$ cat src/rtl/team_06_i2s_pkg.sv
// Shared types and constants for the serial-audio receiver.
package team_06_i2s_pkg;

    typedef enum logic {
        IDLE = 1'b0,
        RUN  = 1'b1
    } state_e;

    localparam logic CH_LEFT  = 1'b0;
    localparam logic CH_RIGHT = 1'b1;

endpackage

$ cat src/rtl/team_06_i2s_rx_if.sv
// Output word port: captured word plus channel, valid/ready handshake.
interface team_06_i2s_rx_if #(
    parameter int DATA_W = 8
);
    logic [DATA_W-1:0] data_out;
    logic              chan_out;
    logic              valid_out;
    logic              ready_in;

    modport master (output data_out, output chan_out, output valid_out, input ready_in);
    modport slave  (input data_out, input chan_out, input valid_out, output ready_in);
endinterface

$ cat src/rtl/team_06_i2s_rx_sck_gen.sv
// Bit-clock generator: divides clk by 2*CLK_DIV and flags the cycle in
// which sck is about to rise or fall. Held cleared while en_i is low.
module team_06_i2s_sck_gen #(
    parameter int CLK_DIV = 4
) (
    input  logic clk,
    input  logic nrst,
    input  logic en_i,
    output logic sck_o,
    output logic rise_o,
    output logic fall_o
);
    localparam int CW = $clog2(CLK_DIV + 1);

    logic [CW-1:0] cnt_q, cnt_d;
    logic          sck_q, sck_d;
    logic          tc;

    assign tc     = (cnt_q == CW'(CLK_DIV - 1));
    // Strobes mark the cycle whose closing edge moves sck.
    assign rise_o = en_i && tc && !sck_q;
    assign fall_o = en_i && tc && sck_q;
    assign sck_o  = sck_q;

    // Divider and sck next state; everything parks at 0 when disabled.
    always_comb begin
        cnt_d = '0;
        sck_d = 1'b0;
        if (en_i) begin
            cnt_d = tc ? '0 : cnt_q + CW'(1);
            sck_d = tc ? ~sck_q : sck_q;
        end
    end

    // Divider and sck registers.
    always_ff @(posedge clk or negedge nrst) begin
        if (!nrst) begin
            cnt_q <= '0;
            sck_q <= 1'b0;
        end else begin
            cnt_q <= cnt_d;
            sck_q <= sck_d;
        end
    end
endmodule

$ cat src/rtl/team_06_i2s_rx.sv
// Serial-audio receiver: drives sck/ws to an external ADC, shifts in
// DATA_W-bit words on sck rising edges, and hands each finished word
// to a single-entry valid/ready output register with a sticky overrun.
module team_06_i2s_rx
    import team_06_i2s_pkg::*;
#(
    parameter int DATA_W    = 8,
    parameter int CLK_DIV   = 4,
    parameter int MSB_FIRST = 1,
    parameter int STEREO    = 1
) (
    input  logic             clk,
    input  logic             nrst,
    input  logic             en,
    input  logic             sd_in,
    output logic             sck_out,
    output logic             ws_out,
    team_06_i2s_rx_if.master out_if,
    output logic             overrun,
    input  logic             clr_ovr
);
    localparam int BCW = $clog2(DATA_W);

    state_e            state_q, state_d;
    logic              run, rise, fall;
    logic [BCW-1:0]    bit_q, bit_d;
    logic [DATA_W-1:0] shift_q, shift_d, shift_nx;
    logic              ws_q, ws_d;
    logic              done_q, done_d;
    logic [DATA_W-1:0] data_q, data_d;
    logic              chan_q, chan_d;
    logic              valid_q, valid_d;
    logic              ovr_q, ovr_d;
    logic              complete, load, drop;

    // Capture only runs while in RUN with en still high, so dropping en
    // stops strobes at once and clears the capture state on the next edge.
    assign run = (state_q == RUN) && en;

    team_06_i2s_sck_gen #(.CLK_DIV(CLK_DIV)) u_sck (
        .clk    (clk),
        .nrst   (nrst),
        .en_i   (run),
        .sck_o  (sck_out),
        .rise_o (rise),
        .fall_o (fall)
    );

    // FSM state register.
    always_ff @(posedge clk or negedge nrst) begin
        if (!nrst) state_q <= IDLE;
        else       state_q <= state_d;
    end

    // FSM next state: RUN simply follows en.
    always_comb begin
        state_d = state_q;
        case (state_q)
            IDLE:    if (en)  state_d = RUN;
            RUN:     if (!en) state_d = IDLE;
            default: state_d = IDLE;
        endcase
    end

    // Shift register with the current sd_in inserted at the configured end.
    always_comb begin
        if (MSB_FIRST != 0) shift_nx = {shift_q[DATA_W-2:0], sd_in};
        else                shift_nx = {sd_in, shift_q[DATA_W-1:1]};
    end

    assign complete = rise && (bit_q == BCW'(DATA_W - 1));
    assign load     = complete && (!valid_q || out_if.ready_in);
    assign drop     = complete && valid_q && !out_if.ready_in;

    // Capture path: bit counter, shift register, ws toggle after each word.
    always_comb begin
        bit_d   = bit_q;
        shift_d = shift_q;
        ws_d    = ws_q;
        done_d  = done_q;
        if (!run) begin
            bit_d   = '0;
            shift_d = '0;
            ws_d    = CH_LEFT;
            done_d  = 1'b0;
        end else begin
            if (rise) begin
                shift_d = shift_nx;
                bit_d   = complete ? '0 : bit_q + BCW'(1);
            end
            // ws moves on the falling edge that follows a finished word,
            // so the next word's first bit is already in the new channel.
            if (complete) begin
                done_d = 1'b1;
            end else if (fall && done_q) begin
                done_d = 1'b0;
                if (STEREO != 0) ws_d = ~ws_q;
            end
        end
    end

    // Output register, handshake and sticky overrun (set beats clear).
    always_comb begin
        data_d  = data_q;
        chan_d  = chan_q;
        valid_d = valid_q;
        ovr_d   = ovr_q;
        if (load) begin
            data_d  = shift_nx;
            chan_d  = ws_q;
            valid_d = 1'b1;
        end else if (valid_q && out_if.ready_in) begin
            valid_d = 1'b0;
        end
        if (drop)         ovr_d = 1'b1;
        else if (clr_ovr) ovr_d = 1'b0;
    end

    // Datapath registers.
    always_ff @(posedge clk or negedge nrst) begin
        if (!nrst) begin
            bit_q   <= '0;
            shift_q <= '0;
            ws_q    <= CH_LEFT;
            done_q  <= 1'b0;
            data_q  <= '0;
            chan_q  <= CH_LEFT;
            valid_q <= 1'b0;
            ovr_q   <= 1'b0;
        end else begin
            bit_q   <= bit_d;
            shift_q <= shift_d;
            ws_q    <= ws_d;
            done_q  <= done_d;
            data_q  <= data_d;
            chan_q  <= chan_d;
            valid_q <= valid_d;
            ovr_q   <= ovr_d;
        end
    end

    assign ws_out           = ws_q;
    assign overrun          = ovr_q;
    assign out_if.data_out  = data_q;
    assign out_if.chan_out  = chan_q;
    assign out_if.valid_out = valid_q;
endmodule
$ cat src/flat_wrapper.sv
// flat-port wrapper written by rule: the top's interface ports become plain ports
module team_06_i2s_rx_flat import team_06_i2s_pkg::*;
#(
    parameter int DATA_W    = 8,
    parameter int CLK_DIV   = 4,
    parameter int MSB_FIRST = 1,
    parameter int STEREO    = 1
)
  (clk, nrst, en, sd_in, sck_out, ws_out, overrun, clr_ovr, out_if_data_out, out_if_chan_out, out_if_valid_out, out_if_ready_in);
  team_06_i2s_rx_if #(.DATA_W(DATA_W)) out_if_i ();
  input  logic clk;
  input  logic nrst;
  input  logic en;
  input  logic sd_in;
  output logic sck_out;
  output logic ws_out;
  output logic overrun;
  input  logic clr_ovr;
  output wire logic [$bits(out_if_i.data_out)-1:0] out_if_data_out;
  output wire logic [$bits(out_if_i.chan_out)-1:0] out_if_chan_out;
  output wire logic [$bits(out_if_i.valid_out)-1:0] out_if_valid_out;
  input wire logic [$bits(out_if_i.ready_in)-1:0] out_if_ready_in;
  assign out_if_data_out = out_if_i.data_out;
  assign out_if_chan_out = out_if_i.chan_out;
  assign out_if_valid_out = out_if_i.valid_out;
  assign out_if_i.ready_in = out_if_ready_in;
  team_06_i2s_rx #(.DATA_W(DATA_W), .CLK_DIV(CLK_DIV), .MSB_FIRST(MSB_FIRST), .STEREO(STEREO)) u_core (.clk(clk), .nrst(nrst), .en(en), .sd_in(sd_in), .sck_out(sck_out), .ws_out(ws_out), .out_if(out_if_i), .overrun(overrun), .clr_ovr(clr_ovr));
endmodule
$ cat config.mk
export PLATFORM = sky130hd
export DESIGN_NAME = team_06_i2s_rx_flat
export DESIGN_NICKNAME = d
export VERILOG_FILES = /design/src/rtl/team_06_i2s_pkg.sv /design/src/rtl/team_06_i2s_rx_if.sv /design/src/rtl/team_06_i2s_rx_sck_gen.sv /design/src/rtl/team_06_i2s_rx.sv /design/src/flat_wrapper.sv
export SDC_FILE = /design/constraint.sdc
export NUM_CORES = 1
export LEC_CHECK = 0
export CAP_MARGIN = 15
export CORE_MARGIN = 10
export CORE_UTILIZATION = 50
export DETAILED_ROUTE_END_ITERATION = 7
export GPL_TIMING_DRIVEN = 0
export PLACE_DENSITY = 0.84
export REMOVE_ABC_BUFFERS = 1
export SYNTH_ARGS = -nofsm -noshare
export SYNTH_HDL_FRONTEND = slang
export SYNTH_HIERARCHICAL = 1
export SYNTH_SLANG_ARGS = --single-unit
$ cat constraint.sdc
create_clock -name clk -period 4.6 [get_ports clk]
set_input_delay 1.15 -clock clk [delete_from_list [all_inputs] [get_ports clk]]
set_output_delay 1.15 -clock clk [all_outputs]
set_load 0.005 [all_outputs]
After elaboration in Yosys (flattened, before gate mapping)
Cells that the tools add are included.
Storage, ports and cells
  output and inout bits: 13
  word-level logic and storage cells: 59
  flip-flop bits (word level): 28
Operators by class
  reduce and logical (&&, ||, !) cells: 17
  mux-type cells: 20
  $add $sub $neg: 2
  bitwise operators: 2
  equal/unequal tests: 7
Operators by type and width (number)
  $mux 3: 5
  $mux 7: 2
  $mux 1: 13
  $logic_and 1x1->1: 10
  $add 3x1->3 const B: 2
  $ne 2x1->1 const B: 3
  $reduce_bool 2->1: 2
  $eq 3x2->1 const B: 1
  $eq 3x3->1 const B: 1
  $logic_not 1->1: 3
  $ne 3x1->1 const B: 1
  $ne 2x2->1 const B: 1
  $not 1->1: 2
  $reduce_and 2->1: 1
  $logic_or 1x1->1: 1

Logic depth before layout (Yosys ltp)
  depth after elaboration: 7
  depth in mapped cells: 9

Modules after synthesis
Netlist, hierarchy kept.
By module, submodules not included
  team_06_i2s_rx: times used 1, area each 1007.2 um^2, cells each 76, seq. area each 600.6 um^2
  team_06_i2s_sck_gen: times used 1, area each 177.7 um^2, cells each 15, seq. area each 100.1 um^2

Worst setup path before layout
No wires, ideal clock.
  kind: in2reg
  start: input en
  end: register u_core.chan_q (netlist: u_core/out_if.chan_out)
  arrival: 2.495 ns
  buffers on the path: 2
  stages on the path: 9
  setup time: 0.125 ns
  data required time: 4.475 ns
  path slack: 1.979 ns
  cells stage by stage: nand2_1 -> clkbuf_1 -> inv_2 -> nand3b_1 -> nor2_1 -> and2_4 -> and2_4 -> buf_6 -> mux2_4
Between the ends
  word-level cells in the longest chain between the ends: 5
RTL lines
  start, declared: line flat_wrapper.sv:13  | input logic en;
  $logic_and 1x1->1: line team_06_i2s_rx.sv:38  | assign run = (state_q == RUN) && en;
  via u_core.run: line team_06_i2s_rx.sv:25  | logic run, rise, fall;
  $logic_and 1x1->1 (2 in series): line team_06_i2s_rx_sck_gen.sv:21  | assign rise_o = en_i && tc && !sck_q;
  via u_core.rise: line team_06_i2s_rx.sv:25
  $logic_and 1x1->1: line team_06_i2s_rx.sv:71  | assign complete = rise && (bit_q == BCW'(DATA_W - 1));
  $logic_and 1x1->1: line team_06_i2s_rx.sv:72  | assign load = complete && (!valid_q || out_if.ready_in);
  end signal, assigned: line team_06_i2s_rx.sv:136  | chan_q <= chan_d;
  end, declared: line team_06_i2s_rx.sv:31  | logic chan_q, chan_d;
The timed path passes the listed nets, and every way through them passes these cells.
A chain may end at the register's enable or synchronous reset.

Worst setup path in the final report
  start: input en
  end: register u_core.data_q[0] (netlist: u_core/out_if.data_out[0])
Between the ends
  word-level cells in the longest chain between the ends: 5
RTL lines
  $logic_and 1x1->1: line team_06_i2s_rx.sv:38
  via u_core.run: line team_06_i2s_rx.sv:25
  $logic_and 1x1->1 (2 in series): line team_06_i2s_rx_sck_gen.sv:21
  via u_core.rise: line team_06_i2s_rx.sv:25
  $logic_and 1x1->1: line team_06_i2s_rx.sv:71
  $logic_and 1x1->1: line team_06_i2s_rx.sv:72
  end signal, assigned: line team_06_i2s_rx.sv:135  | data_q <= data_d;
  end, declared: line team_06_i2s_rx.sv:30  | logic [DATA_W-1:0] data_q, data_d;
The timed path passes the listed nets, and every way through them passes these cells.

==> flow_results.org <==
** Run status
- The flow ran to the end, and the final reports show no timing, DRC or antenna violations.

** Synth
- Count of mapped cells out of synthesis :: 91
- The biggest area contributor in the post-synthesis netlist is dfrtp_1.
- Yosys reg bits :: 28
- Synth top cells by count :: dfrtp_1 (28), nor2_1 (11), mux2_4 (9)
- Yosys mapped the design onto 22 distinct sky130hd cell types.
- Portion of synthesized cell area occupied by the leading cell type :: about three fifths
- After synthesis, the mean cell area works out to around 13 um2.
- Yosys attributes the largest share of cell area to dfrtp_1 (59%), mux2_4 (11%), mux2i_1 (6.8%).
- Yosys instantiated no cell more often than dfrtp_1.
- Among all flip-flop cells after synthesis, the most frequent one is dfrtp_1.
- Yosys mapped a number of flops with a built-in enable equal to 0.
- Portion of the post-synthesis area used by sequential elements :: 59.1%
- Post-synthesis async set-or-reset flop share :: 100%
- Count of yosys warnings during synthesis :: 6
- The mapped netlist covers 0.00118 mm2.

** Power
- Across the VDD grid, the largest voltage drop is 0.231 mV.
- Cell internal pwr :: 0.343 mW
- Register share of total power :: 58.1%
- Standby leakage power :: 0.662 nW
- Of the total power, the share spent switching nets is 19.6%.
- Per report_power, the clock group accounts for 38.0% of the total.
- Summed over all nets, the switching power comes to roughly 0.084 mW.
- Power density cells :: 292 mW/mm2
- Per report_power, the combinational group accounts for 3.8% of the total.
- PnR Total Power :: ~0.43 mW

** Clock tree
- Clock sink total :: 28
- Hold_buf cts :: 0
- Post-CTS Setup Bufs :: 0
- In this run the number of H-tree levels came out at 1.
- The number of gates resized after CTS was 0.
- Clock tree from TritonCTS :: done
- Clock transition at path regs :: about 160 ps
- In this run the deepest clock path goes through 2 buffers.
- Cts bufs inserted :: 3
- The cell sitting at the root of the clock tree is a clkbuf_4.
- Worst-Skew Late Latency :: ~340 ps

** STA
- Number of pins with negative max-slew slack in the final report :: 0
- Setup tns final :: 0 ps
- Hold timing on the final database bottoms out at a slack of slightly below 500 ps.
- Setup violations remaining at the end of the flow were counted as 0.
- The routed design could run at a clock period as short as 3640 ps.
- Final hold viol count :: 0
- Max Fclk :: 274 MHz
- RSZ-0062 raised after global routing :: no
- Dividing the final minimum period by the clock period gives about four fifths.
- For the final database, setup skew stands at 17.6 ps.
- Slew of the pin with the lowest slew margin :: 1060 ps
- Normalized max-slew margin :: 29.1%

** Setup path
- At the worst endpoint, the required time is 4830 ps.
- STA classifies the critical path startpoint as an input pin.
- Crit path DAT :: a little under 4000 ps
- STA classifies the critical path endpoint as a flip-flop.
- Maximum fanout along the worst path :: 13
- The setup path with the least slack is of type in2reg.

** Routing
- After detailed routing, the total wire length is 2040 um.
- Drc violations :: 0
- Vias per Instance :: about 5.0
- Number of violations reported at the end of detailed-routing iteration 0 :: 11
- Routed len/inst :: 14.6 um
- Count of TritonRoute iterations in the first routing pass :: 3
- Once detail routing completed, the nets flagged for antenna violations numbered 0.
- The final route contains 700 vias.

** Placement
- Detailed-placement wirelength estimate :: about 1500 um
- Routability-driven placement finished with a final weighted congestion of 0.743.
- In this run the tool buffered the top-level ports with 18 buffer cells.

** Floorplanning
- The core region is 0.00223 mm2.
- Die area :: between 0.004 and 0.005 mm2
- Row count :: 17
- Once the floorplan was initialized, standard cells occupied 53.1% of the core.
- Number of ports placed on the die boundary :: 19
- Vertical die dimension :: approximately 70 um
- Die X :: 68.7 um

** GRT
- GRT Overall Usage :: 10.2%
- Entering global routing, the biggest net connects 20 pins.
- The first global-routing pass estimated about 3600 um of wire.
- Overflow left after global routing :: 0
- The initial antenna violation count is 0.
- Number of global-route vias before repair :: between 700 and 800

** Final layout
- Share of cells above drive strength 1 :: approximately 16%
- Post-Route Utilization :: 65.4%
- For this run, the post-layout net count is 121.
- Final antenna diode count :: 0
- Layout overhead on the synthesized area :: 23.2%
- Filler Cell Count :: 176

** Min path
- The tightest min-delay check is of the reg2reg type.

** Flow run
- Number of max-cap violations :: 0
==> power groups by stage <==
stage                     Clock [mW]  Sequential, mW  Combinational (mW)
after CTS                      0.167           0.248              0.0169
after global routing           0.175           0.248              0.0186
after floorplan                    0           0.253             0.00338
after detailed placement           0           0.253              0.0169
final                          0.162           0.248              0.0162
after global placement             0           0.253              0.0134
==> per-stage QoR <==
step	setup WS (ps)	cells	cell area (um2)
2_1_floorplan	1460	88	1160
3_3_place_gp	590	134	1380
3_5_place_dp	606	135	1410
4_1_cts	978	139	1460
5_1_grt	749	139	1460
6_report	956	139	1460
==> routing by layer <==
metal	GRT usage (%)	routed length [um]	vias to the layer above
met1	12.8	884	331
met2	15.0	935	15
met4	6.03	51	0
met5	0	0	-
met3	3.22	164	5
li1	-	-	349
==> worst paths after layout <==
| kind | end | cells after the start | startpoint | slack (ps) |
|---|---|---|---|---|
| hold / removal | u_core/u_sck/cnt_q[0] | 1 | u_core/u_sck/cnt_q[0] | 490 |
| setup reg to reg | u_core/out_if.data_out[0] | 7 | u_core/state_q | 1920 |
| setup / recovery | u_core/out_if.data_out[0] | 8 | en | 960 |
| hold reg to reg | u_core/u_sck/cnt_q[0] | 1 | u_core/u_sck/cnt_q[0] | 490 |
| min in group asynchronous | u_core/out_if.data_out[7] | 1 | nrst | 1140 |
| max in group asynchronous | u_core/out_if.data_out[0] | 2 | nrst | 2970 |
==> area by class of cell <==
class,instances,area (um2),area share (%)
multi-input combinational,57,453,31.0
clock buffer,3,22.5,1.54
timing repair buffer,19,208,14.2
sequential,28,701,48.0
tap,28,35.0,2.40
inverter,3,11.3,0.771
clock inverter,1,30.0,2.06
==> cells by family (layout without fill, tap and decap cells) <==
family	Yosys count	in the layout	synth area share, %
compound gates	7	7	3.17
buf+inv	6	26	2.64
mux	17	17	18.2
flops	28	28	59.1
fa+ha+maj	3	3	3.17
simple gates	30	30	13.7
==> state kept, by name, indices dropped and copies added, names as in the netlist <==
signal and count:
u_core/u_sck/cnt_q 3, u_core/out_if.valid_out 1, u_core/u_sck/sck_o 1, u_core/out_if.chan_out 1
u_core/ws_out 1, u_core/bit_q 3, u_core/done_q 1, u_core/shift_q 7
u_core/out_if.data_out 8, u_core/overrun 1, u_core/state_q 1
==> cell usage in the layout, fill, tap and decap left out, types with 2 or more instances in the layout <==
cell type	instances
mux2_4	9
inv_1	2
clkbuf_4	3
nor3b_1	2
nor2_1	11
nand2_1	7
nand3b_1	2
nand2b_1	2
dfrtp_1	28
a21oi_1	4
clkdlybuf4s50_1	18
and2_4	2
mux2i_1	8
ha_1	3
o22ai_1	2
==> worst max-delay path: stages <==
cell             delay, ps
clkdlybuf4s50_1        480
nand2_1                280
inv_2                  190
nand3b_1               120
nor2_1                 810
and2_4                 280
and2_4                 250
mux2_4                 310
Power figures use the tool's default switching activity.
